**config.mk**
```make
export PLATFORM = sky130hd
export DESIGN_NAME = demux_dispatch_1to4
export DESIGN_NICKNAME = d
export VERILOG_FILES = /design/src/rtl/demux_dispatch_pkg.sv /design/src/rtl/demux_dispatch_1to4_rr_pick4.sv /design/src/rtl/demux_dispatch_1to4.sv
export SDC_FILE = /design/constraint.sdc
export NUM_CORES = 1
export LEC_CHECK = 0
export CAP_MARGIN = 25
export CORE_MARGIN = 4
export CORE_UTILIZATION = 25
export DETAILED_ROUTE_END_ITERATION = 16
export PLACE_DENSITY = 0.53
export SLEW_MARGIN = 10
export SYNTH_ARGS = -nofsm -noshare
export SYNTH_HDL_FRONTEND = slang
export SYNTH_HIERARCHICAL = 1
export SYNTH_SLANG_ARGS = --single-unit
```
**constraint.sdc**
```tcl
create_clock -name clk -period 3.66 [get_ports clk]
set_clock_uncertainty 0.2 [all_clocks]
set_input_delay 0.366 -clock clk [delete_from_list [all_inputs] [get_ports clk]]
set_output_delay 0.366 -clock clk [all_outputs]
set_load 0.02 [all_outputs]
```
**src/rtl/demux_dispatch_pkg.sv**
```systemverilog
// Shared types and the masked round-robin search for the 1-to-4 demux dispatcher.
package demux_dispatch_pkg;

  localparam int unsigned NCH = 4;

  typedef logic [1:0] sel_t;

  typedef enum logic {
    StEmpty,
    StFull
  } state_e;

  typedef struct packed {
    logic found;
    sel_t idx;
  } pick_t;

  // First set bit of mask, scanning start, start+1, ... modulo NCH.
  function automatic pick_t rr_next(sel_t start, logic [NCH-1:0] mask);
    pick_t res;
    sel_t  cand;
    res.found = 1'b0;
    res.idx   = start;
    for (int i = NCH - 1; i >= 0; i--) begin
      cand = start + sel_t'(i);
      if (mask[cand]) begin
        res.found = 1'b1;
        res.idx   = cand;
      end
    end
    return res;
  endfunction

endpackage

```
**src/rtl/demux_dispatch_1to4_rr_pick4.sv**
```systemverilog
// Combinational masked round-robin channel picker for the dispatcher.
module rr_pick4
  import demux_dispatch_pkg::*;
(
  input  sel_t       start,
  input  logic [3:0] mask,
  output sel_t       idx,
  output logic       found
);

  pick_t res;

  always_comb begin
    res   = rr_next(start, mask);
    idx   = res.idx;
    found = res.found;
  end

endmodule

```
**src/rtl/demux_dispatch_1to4.sv**
```systemverilog
// Round-robin 1-to-4 dispatcher with a one-entry holding stage.
// Define DEMUX_DISPATCH_MASK_EN to skip channels whose ch_en bit is clear.
module demux_dispatch_1to4
  import demux_dispatch_pkg::*;
#(
  parameter int unsigned W     = 8,
  parameter int unsigned CNT_W = 16
) (
  input  logic             clk,
  input  logic             rst_n,
  input  logic             in_valid,
  input  logic [W-1:0]     in_data,
  output logic             in_ready,
  input  logic [3:0]       ch_en,
  output logic [3:0]       out_valid,
  input  logic [3:0]       out_ready,
  output logic [W-1:0]     out_data,
  output logic [1:0]       out_sel,
  output logic [CNT_W-1:0] xfer_cnt
);

  state_e         state;
  logic [W-1:0]   hold_data;
  sel_t           sel;
  sel_t           ptr;
  logic           hold_valid;
  logic           xfer;
  logic           accept;
  sel_t           start;
  sel_t           target;
  logic           target_ok;

  assign hold_valid = (state == StFull);
  assign xfer       = hold_valid & out_ready[sel];
  // On a same-cycle transfer the pointer update has not landed yet, so search from sel+1.
  assign start      = xfer ? sel + 2'd1 : ptr;

`ifdef DEMUX_DISPATCH_MASK_EN
  rr_pick4 u_pick (
    .start (start),
    .mask  (ch_en),
    .idx   (target),
    .found (target_ok)
  );
`else
  logic unused_ch_en;
  assign unused_ch_en = ^ch_en;
  assign target       = start;
  assign target_ok    = 1'b1;
`endif

  assign in_ready  = (~hold_valid | xfer) & target_ok;
  assign accept    = in_valid & in_ready;
  assign out_valid = hold_valid ? (4'd1 << sel) : 4'd0;
  assign out_data  = hold_data;
  assign out_sel   = sel;

  always_ff @(posedge clk or negedge rst_n) begin
    if (!rst_n) begin
      state     <= StEmpty;
      hold_data <= '0;
      sel       <= '0;
      ptr       <= '0;
      xfer_cnt  <= '0;
    end else begin
      if (xfer) begin
        ptr      <= sel + 2'd1;
        xfer_cnt <= xfer_cnt + CNT_W'(1);
      end
      if (accept) begin
        hold_data <= in_data;
        sel       <= target;
        state     <= StFull;
      end else if (xfer) begin
        state <= StEmpty;
      end
    end
  end

endmodule

```
==> results of run 1 <==
[power groups by stage]
stage               Combinational, W  Clock (W)  Sequential (W)
detailed placement          0.000680          0        0.000527
global placement            0.000670          0        0.000520
finish                      0.000669   0.000250        0.000520
CTS                         0.000681   0.000258        0.000522
global route                0.000725   0.000272        0.000540
floorplan                   0.000296          0        0.000608
[worst max-delay path: cells and delay by family (launching register included)]
family,cells,cell delay (ns)
muxes,1,0.65
and+or+nand+nor,1,0.30
DFF,1,0.52
buffers and inverters,1,0.55
[sequential cells by signal, indices dropped and copies added (netlist names)]
| signal | cells |
|---|---|
| hold_valid | 1 |
| out_data | 8 |
| out_sel | 2 |
| ptr | 2 |
| xfer_cnt | 16 |
[cell type report]
cell class,count,share of cell area
multi-input combinational,80,0.305
timing repair buffer,46,0.233
clock buffer,6,0.0369
tap,70,0.0445
clock inverter,2,0.00509
sequential,29,0.369
inverter,4,0.00763
[cell usage in the layout, fill, tap and decap left out, drive strengths merged]
master | netlist | layout
ha | 5 | 5
nand2b | 1 | 1
mux4 | 1 | 1
buf | 2 | 1
inv | 4 | 4
mux2 | 8 | 8
nand4 | 6 | 6
clkdlybuf4s50 | 0 | 45
dfrtp | 29 | 29
nor2 | 3 | 3
nor3 | 2 | 2
nand2 | 17 | 17
or2 | 1 | 1
and3 | 2 | 2
nand3b | 1 | 1
o21ai | 3 | 3
nand3 | 4 | 4
o22ai | 1 | 1
and4bb | 1 | 1
clkinv | 0 | 2
xnor2 | 11 | 11
xor2 | 4 | 4
clkbuf | 0 | 6
nor4 | 2 | 2
a21oi | 1 | 1
and2 | 5 | 5
a22oi | 1 | 1
[kinds of logic (layout without fill, tap and decap cells)]
logic type                 Yosys count  count (layout)
and+or+nand+nor                     45              45
DFF                                 29              29
xor gates and xnor gates            15              15
muxes                                9               9
AOI/OAI and AO/OA                    6               6
buffers and inverters                6              58
adders and majority gates            5               5
[cells in the mapped netlist, drive strengths merged, types with 2 or more instances]
cell,count
buf,2
nand2,17
inv,4
mux2,8
and2,5
dfrtp,29
nand4,6
nor4,2
nor3,2
and3,2
ha,5
xor2,4
xnor2,11
nand3,4
o21ai,3
nor2,3
[through the flow]
| step | util | area [sq um] | hold slack [ns] |
|---|---|---|---|
| floorplan | - | 1350 | -0.130 |
| global placement | 0.365 | 1890 | 0.256 |
| detailed placement | 0.365 | 1890 | 0.262 |
| CTS | 0.381 | 1970 | 0.276 |
| global route | 0.381 | 1970 | 0.294 |
| finish | 0.381 | 1970 | 0.268 |
[metal layers]
layer | global-route usage | vias up
met4 | 0.0625 | 0
met3 | 0.0373 | 6
met1 | 0.107 | 499
met2 | 0.169 | 33
li1 | - | 490
met5 | 0 | -
[worst max-delay path by stage]
stage                               to  slack [ns]  cells after the start
4_1_cts                       in_ready        0.77                      3
2_1_floorplan  out_data[0]$_DFFE_PN0P_        1.41                      4
6_report                      in_ready        0.79                      3
3_5_place_dp                  in_ready        0.88                      4
5_1_grt                       in_ready        0.70                      3
3_3_place_gp                  in_ready        0.91                      4
==> flow_metrics.tcl, run 1 <==
set metrics [dict create \
    yosysSeqAreaShare 0.537 \
    cp-end-kind "primary output" \
    path_clk_slew_ns 0.06 \
    r2r_cells 4 \
    cts_buffers 5 \
    dr_total_vias 1028 \
    p_int_w 0.000892 \
    cts.sinks 29 \
    rsz0062_at_grt "false" \
    dieHeight_um 81.6 \
    cp.arrival_ns 2.31 \
    crit_type "register to primary output" \
    cp_max_fo 9 \
    yosysTopAreaCell "dfrtp_1" \
    min_period_ns 2.87 \
    synthMuxAreaShare 0.0833 \
    portBuffers 45 \
    switching_share 0.380 \
    seq_power_share 0.362 \
    diodes 0 \
    combinationalPowerShare 0.465 \
    synth_compound_area_frac 0.0250 \
    p_total_w 0.00144 \
    synth_xor_area_frac 0.0971 \
    grt_pass1_wl_um 5040 \
    routedLengthMet1_um 1220 \
    p_clk_frac 0.174 \
    hold_viol 0 \
    final.setup.tns_ns 0 \
    maxCapViolCount 0 \
    period_share 0.785 \
    yosys.area_share.simple 0.191 \
    syn_area_per_cell_sq_um 11.8 \
    cts.repair.resized 0 \
    grt_overflow 0 \
    synthCells 115 \
    synthFlopType "dfrtp_1" \
    critPathSlowestCell "mux4_2" \
    crit_path_start "out_sel[0]$_DFFE_PN0P_" \
    synth_cell_type_count 28 \
    nets 190 \
    routed_wl_um 3040 \
    synth_edf_count 0 \
    tightest_slew_ns 0.369 \
    final_cells 237 \
    ant_nets 0 \
    syn2layout_area_growth_pct 45.5 \
    max-slew-margin-rel 0.754 \
    startpoint_type "register" \
    synth_fa_ha_area_frac 0.0463 \
    powerDensity_nw_per_um2 731 \
    final-seq-area_sq_um 726 \
    synth_area_sq_um 1350 \
    r2r-end "out_data[3]$_DFFE_PN0P_" \
    clockBufferDepth 2 \
    path_cells "mux4_2 > or2_4 > clkdlybuf4s50_1" \
    met3_length_um 231 \
    grtUsageTotal 0.101 \
    required_ns 3.09 \
    status "complete, no violations" \
    multi_input_area_sq_um 599 \
    r2r_slack_ns 1.42 \
    gp_congestion 0.736 \
    finalMaxSlewViolations 0 \
    core-area_sq_um 5170 \
    synthTopCellsByArea "dfrtp_1 (54%), xnor2_1 (7.1%), mux2_2 (6.7%)" \
    cts_setup_buffers 0 \
    antenna_found_initial 0 \
    pre_cts_ws_ns 0.877 \
    topRoutingLayerUsed "met4" \
    worst_slack_ns 0.789 \
    io_pins 50 \
    grt_pass1_vias 1056 \
    ys_async_sr_fraction 1.00 \
    drive_gt1_frac 0.132 \
    p_switching_w 0.000546 \
    hold_buffers 0 \
    clock_latency_ns 0.28 \
    initial_utilization 0.261 \
    synth_top_family_by_area "simple AND/OR/NAND/NOR gates" \
    dr.pass1.iters 4 \
    cts_tree "yes" \
    fp.dieW_um 81.6 \
    wl_met2_um 1520 \
    yosys_warnings 6 \
    syn_nets 139 \
    hpwl_um 2320 \
    cts_root_buffer "clkbuf_8" \
    r2r-start "out_sel[0]$_DFFE_PN0P_" \
    fillers 499 \
    leakagePower_nw 0.842 \
    hp-class "input pin to asynchronous set/reset pin" \
    vias_per_cell 4.34 \
    drtIter0Drc 58 \
    dp.cells 229 \
    max_freq_mhz 348 \
    grt_max_degree 30 \
    die-area_sq_um 6650 \
    cts.htree.levels 2 \
    wl_per_cell_um 12.8 \
    drcViolationCount 0 \
    setup_viol 0 \
    cpPeakStageDelay_ns 0.65 \
    rows 26 \
    synth_top_area_share 0.537 \
    ir_drop_mv 0.269 \
    ys_ff_latch 29 \
]
(Power assumes the default switching activity.)
==> run 2: changes to the inputs <==
- PLACE_DENSITY: 0.53 -> 0.55
- clock period: 3.66 -> 2.4 ns (I/O delays scaled with it)
==> flow_metrics.tcl, run 2 (synthesized netlist as in run 1, its figures left out) <==
set metrics [dict create \
    final-seq-area_sq_um 726 \
    hold_buffers 0 \
    routedLengthMet1_um 1310 \
    status "complete, no violations" \
    clockBufferDepth 2 \
    hp-class "input pin to asynchronous set/reset pin" \
    die-area_sq_um 6650 \
    cts_root_buffer "clkbuf_8" \
    grt_overflow 0 \
    dieHeight_um 81.6 \
    cts.sinks 29 \
    mostFrequentLayoutCells "clkdlybuf4s50_1 (44), dfrtp_1 (29), nand2_1 (15)" \
    fillers 504 \
    max-slew-margin-rel 0.756 \
    tightest_slew_ns 0.366 \
    cp_top_family "buffers and inverters" \
    grtUsageTotal 0.101 \
    pre_cts_ws_ns 0.0435 \
    cts_buffers 5 \
    wl_per_cell_um 12.7 \
    final.setup.tns_ns 0 \
    leakagePower_nw 0.856 \
    startpoint_type "register" \
    final_cells 239 \
    initial_utilization 0.261 \
    cts_tree "yes" \
    topRoutingLayerUsed "met4" \
    dr.pass1.iters 4 \
    fp.dieW_um 81.6 \
    finalMaxSlewViolations 0 \
    clock_latency_ns 0.27 \
    rows 26 \
    core-area_sq_um 5170 \
    grt_max_degree 30 \
    grt_pass1_wl_um 5020 \
    regMostFlops "xfer_cnt" \
    diodes 0 \
    maxCapViolCount 0 \
    hpwl_um 2360 \
    path_clk_slew_ns 0.06 \
    cp-end-kind "primary output" \
    cpPeakStageDelay_ns 0.60 \
    critPathSlowestCell "clkdlybuf4s50_1" \
    hold_slack_ns 0.149 \
    p_total_w 0.00224 \
    portBuffers 45 \
    drtIter0Drc 21 \
    r2r-start "out_sel[0]$_DFFE_PN0P_" \
    multi_input_area_sq_um 599 \
    crit_type "register to primary output" \
    hold_viol 0 \
    nets 193 \
    powerDensity_nw_per_um2 1120 \
    worst_slack_ns 0.195 \
    wl_met2_um 1440 \
    antenna_found_initial 0 \
    syn2layout_area_growth_pct 47.4 \
    min_period_ns 2.20 \
    path_cells "buf_4 > inv_1 > ha_1 > and2_1 > clkdlybuf4s50_1" \
    setup_viol 0 \
    cp.arrival_ns 1.76 \
    grt_pass1_vias 1013 \
    cts.htree.levels 2 \
    crit_path_end "out_valid[0]" \
    period_share 0.919 \
    drive_gt1_frac 0.142 \
    ir_drop_mv 0.303 \
    r2r-end "out_data[6]$_DFFE_PN0P_" \
    rsz0062_at_grt "false" \
    cp_num_cells 5 \
    gp_congestion 0.732 \
    dp.cells 232 \
    routed_wl_um 3040 \
    drcViolationCount 0 \
    vias_per_cell 4.30 \
    ant_nets 0 \
    r2r_cells 5 \
    crit_path_start "out_sel[0]$_DFFE_PN0P_" \
    max_freq_mhz 454 \
    met3_length_um 255 \
    r2r_slack_ns 0.34 \
    dr_total_vias 1028 \
    largest_reg_flops 16 \
    cp_max_fo 8 \
    io_pins 50 \
    layout_commonest_cell "clkdlybuf4s50_1" \
    cp.buffers_inverters 3 \
    required_ns 1.96 \
]
-- run 2: changes by cell type in the layout (fill, tap and decap cells not counted), sizes merged --
cell,before,now
clkdlybuf4s50,45,44
dlygate4sd2,0,1
buf,1,4
clkbuf,6,7
clkinv,2,0
-- run 2: worst min path at each step --
stage                      from                 endpoint  slack, ns  depth (start not counted)
2_1_floorplan             rst_n   hold_valid$_DFFE_PN0P_      -0.26                          0
3_3_place_gp   ptr[1]$_DFF_PN0_         ptr[1]$_DFF_PN0_       0.26                          2
3_5_place_dp   ptr[1]$_DFF_PN0_         ptr[1]$_DFF_PN0_       0.27                          2
4_1_cts                   rst_n  xfer_cnt[5]$_DFFE_PN0P_       0.16                          2
5_1_grt                   rst_n  xfer_cnt[5]$_DFFE_PN0P_       0.18                          2
6_report                  rst_n  xfer_cnt[5]$_DFFE_PN0P_       0.15                          2
-- run 2: worst register-to-register path, delay by kind of cell, from the launching register on --
kind | cells | cell delay, ns
AND/OR/NAND/NOR | 2 | 0.35
buffers and inverters | 1 | 0.15
multiplexers | 2 | 0.88
flip-flops | 1 | 0.37
-- run 2: stage by stage --
stage	cell area [sq um]	utilization
2_1_floorplan	1350	-
3_3_place_gp	1910	0.369
3_5_place_dp	1910	0.369
4_1_cts	1990	0.385
5_1_grt	1990	0.385
6_report	1990	0.385
-- run 2: cell type report --
cell class                 count  share of cell area
inverter                       4             0.00753
timing repair buffer          49               0.240
sequential                    29               0.364
tap                           70              0.0439
clock buffer                   7              0.0433
multi-input combinational     80               0.301
-- run 2: per-layer routing --
metal | track usage | vias to the layer above
li1 | - | 504
met1 | 0.127 | 488
met2 | 0.156 | 33
met3 | 0.0428 | 3
met4 | 0.0355 | 0
met5 | 0 | -
-- run 2: power breakdown --
| group | switching (W) | internal (W) | leakage, nW |
|---|---|---|---|
| sequential | 0.000137 | 0.000642 | 0.361 |
| clock | 0.000170 | 0.000227 | 0.0443 |
| combinational | 0.000521 | 0.000544 | 0.451 |
| total | 0.000827 | 0.00141 | 0.856 |
-- run 2: timing repair --
item	4_1_cts	5_1_grt
endpoints found under the setup margin	1	0
setup buffers	0	0
resized for setup	1	0
==> run 3: changes to the inputs <==
- PLACE_DENSITY: 0.55 -> 0.53
- clock period: 2.4 -> 2.6 ns (I/O delays scaled with it)
==> flow_metrics.tcl, run 3 (synthesized netlist as in run 1, its figures left out) <==
set metrics [dict create \
    status "complete, no violations" \
    ant_nets 0 \
    cp.arrival_ns 1.98 \
    fp.dieW_um 81.6 \
    diodes 0 \
    switching_share 0.366 \
    largest_reg_flops 16 \
    cts.htree.levels 2 \
    mostFrequentLayoutCells "clkdlybuf4s50_1 (45), dfrtp_1 (29), nand2_1 (15)" \
    crit_type "register to primary output" \
    leakagePower_nw 0.861 \
    max_freq_mhz 410 \
    grtUsageTotal 0.0999 \
    nets 192 \
    finalMaxSlewViolations 0 \
    r2r-end "out_data[0]$_DFFE_PN0P_" \
    die-area_sq_um 6650 \
    combinationalPowerShare 0.469 \
    r2r-start "out_sel[0]$_DFFE_PN0P_" \
    crit_path_end "in_ready" \
    max-slew-margin-rel 0.754 \
    tightest_slew_ns 0.370 \
    gp_congestion 0.758 \
    startpoint_type "register" \
    grt_pass1_vias 1008 \
    grt_max_degree 30 \
    p_clk_frac 0.191 \
    antenna_found_initial 0 \
    drive_gt1_frac 0.148 \
    grt_pass1_wl_um 4890 \
    cts.sinks 29 \
    layout_commonest_cell "clkdlybuf4s50_1" \
    path_clk_slew_ns 0.06 \
    dr_total_vias 1013 \
    setup_viol 0 \
    portBuffers 45 \
    fillers 486 \
    powerDensity_nw_per_um2 1050 \
    vias_per_cell 4.24 \
    ir_drop_mv 0.270 \
    hpwl_um 2420 \
    dieHeight_um 81.6 \
    seq_power_share 0.340 \
    syn2layout_area_growth_pct 48.0 \
    hold_slack_ns 0.165 \
    pre_cts_ws_ns 0.171 \
    cts_root_buffer "clkbuf_8" \
    maxCapViolCount 0 \
    final-seq-area_sq_um 726 \
    wl_per_cell_um 13.0 \
    required_ns 2.14 \
    rsz0062_at_grt "false" \
    clock_latency_ns 0.28 \
    initial_utilization 0.261 \
    cpPeakStageDelay_ns 0.54 \
    p_int_w 0.00133 \
    path_cells "mux4_2 > or2_4 > clkdlybuf4s50_1" \
    cts_buffers 5 \
    worst_slack_ns 0.162 \
    multi_input_area_sq_um 599 \
    r2r_slack_ns 0.67 \
    grt_overflow 0 \
    core-area_sq_um 5170 \
    io_pins 50 \
    clockBufferDepth 2 \
    cts_tree "yes" \
    r2r_cells 4 \
    crit_path_start "out_sel[0]$_DFFE_PN0P_" \
    rows 26 \
    drcViolationCount 0 \
    regMostFlops "xfer_cnt" \
    period_share 0.938 \
    hp-class "input pin to asynchronous set/reset pin" \
    cp-end-kind "primary output" \
    cts_setup_buffers 0 \
    min_period_ns 2.44 \
    dr.pass1.iters 4 \
    final.setup.tns_ns 0 \
    hold_buffers 0 \
    critPathSlowestCell "clkdlybuf4s50_1" \
    hold_viol 0 \
    cp_max_fo 3 \
    cts.repair.resized 0 \
    p_switching_w 0.000768 \
    routed_wl_um 3110 \
    drtIter0Drc 38 \
]
run 3: routing by layer:
metal	track usage	vias up	part of all wire
li1	-	498	-
met1	0.108	475	0.40
met2	0.166	33	0.50
met3	0.0340	7	0.069
met4	0.0642	0	0.028
met5	0	-	0
run 3: final cells by class:
| cell class | instances | share of cell area |
|---|---|---|
| clock inverter | 1 | 0.00250 |
| timing repair buffer | 48 | 0.236 |
| multi-input combinational | 80 | 0.299 |
| inverter | 4 | 0.00750 |
| clock buffer | 7 | 0.0481 |
| tap | 70 | 0.0438 |
| sequential | 29 | 0.363 |
run 3: stage by stage:
stage / instance area, sq um / cells / util / power [W]
after detailed placement: 1900 / 231 / 0.367 / 0.00173
final: 2000 / 239 / 0.387 / 0.00210
after global routing: 2000 / 239 / 0.387 / 0.00225
after global placement: 1900 / 231 / 0.367 / 0.00170
after CTS: 2000 / 239 / 0.387 / 0.00214
after floorplan: 1350 / 115 / - / 0.00127
run 3: worst min path at each step:
| stage | startpoint | to | slack, ns | cells past startpoint |
|---|---|---|---|---|
| final | rst_n | xfer_cnt[14]$_DFFE_PN0P_ | 0.16 | 2 |
| after global routing | rst_n | xfer_cnt[14]$_DFFE_PN0P_ | 0.20 | 2 |
| after CTS | rst_n | hold_valid$_DFFE_PN0P_ | 0.17 | 2 |
| after detailed placement | xfer_cnt[15]$_DFFE_PN0P_ | xfer_cnt[15]$_DFFE_PN0P_ | 0.27 | 1 |
| after global placement | ptr[1]$_DFF_PN0_ | ptr[1]$_DFF_PN0_ | 0.26 | 2 |
| after floorplan | rst_n | hold_valid$_DFFE_PN0P_ | -0.24 | 0 |
run 3: power by group through the flow:
stage	Clock [W]	Combinational, W	Sequential (W)
finish	0.000401	0.000984	0.000714
global route	0.000446	0.00106	0.000738
CTS	0.000424	0.00100	0.000717
detailed placement	0	0.00100	0.000727
global placement	0	0.000986	0.000719
floorplan	0	0.000417	0.000855
run 3: worst max-delay path: cells and delay by family, from the launching register on:
kind                   cells  cell delay, ns
buffers and inverters      1            0.54
flip-flops                 1            0.36
multiplexers               1            0.52
AND/OR/NAND/NOR            1            0.28
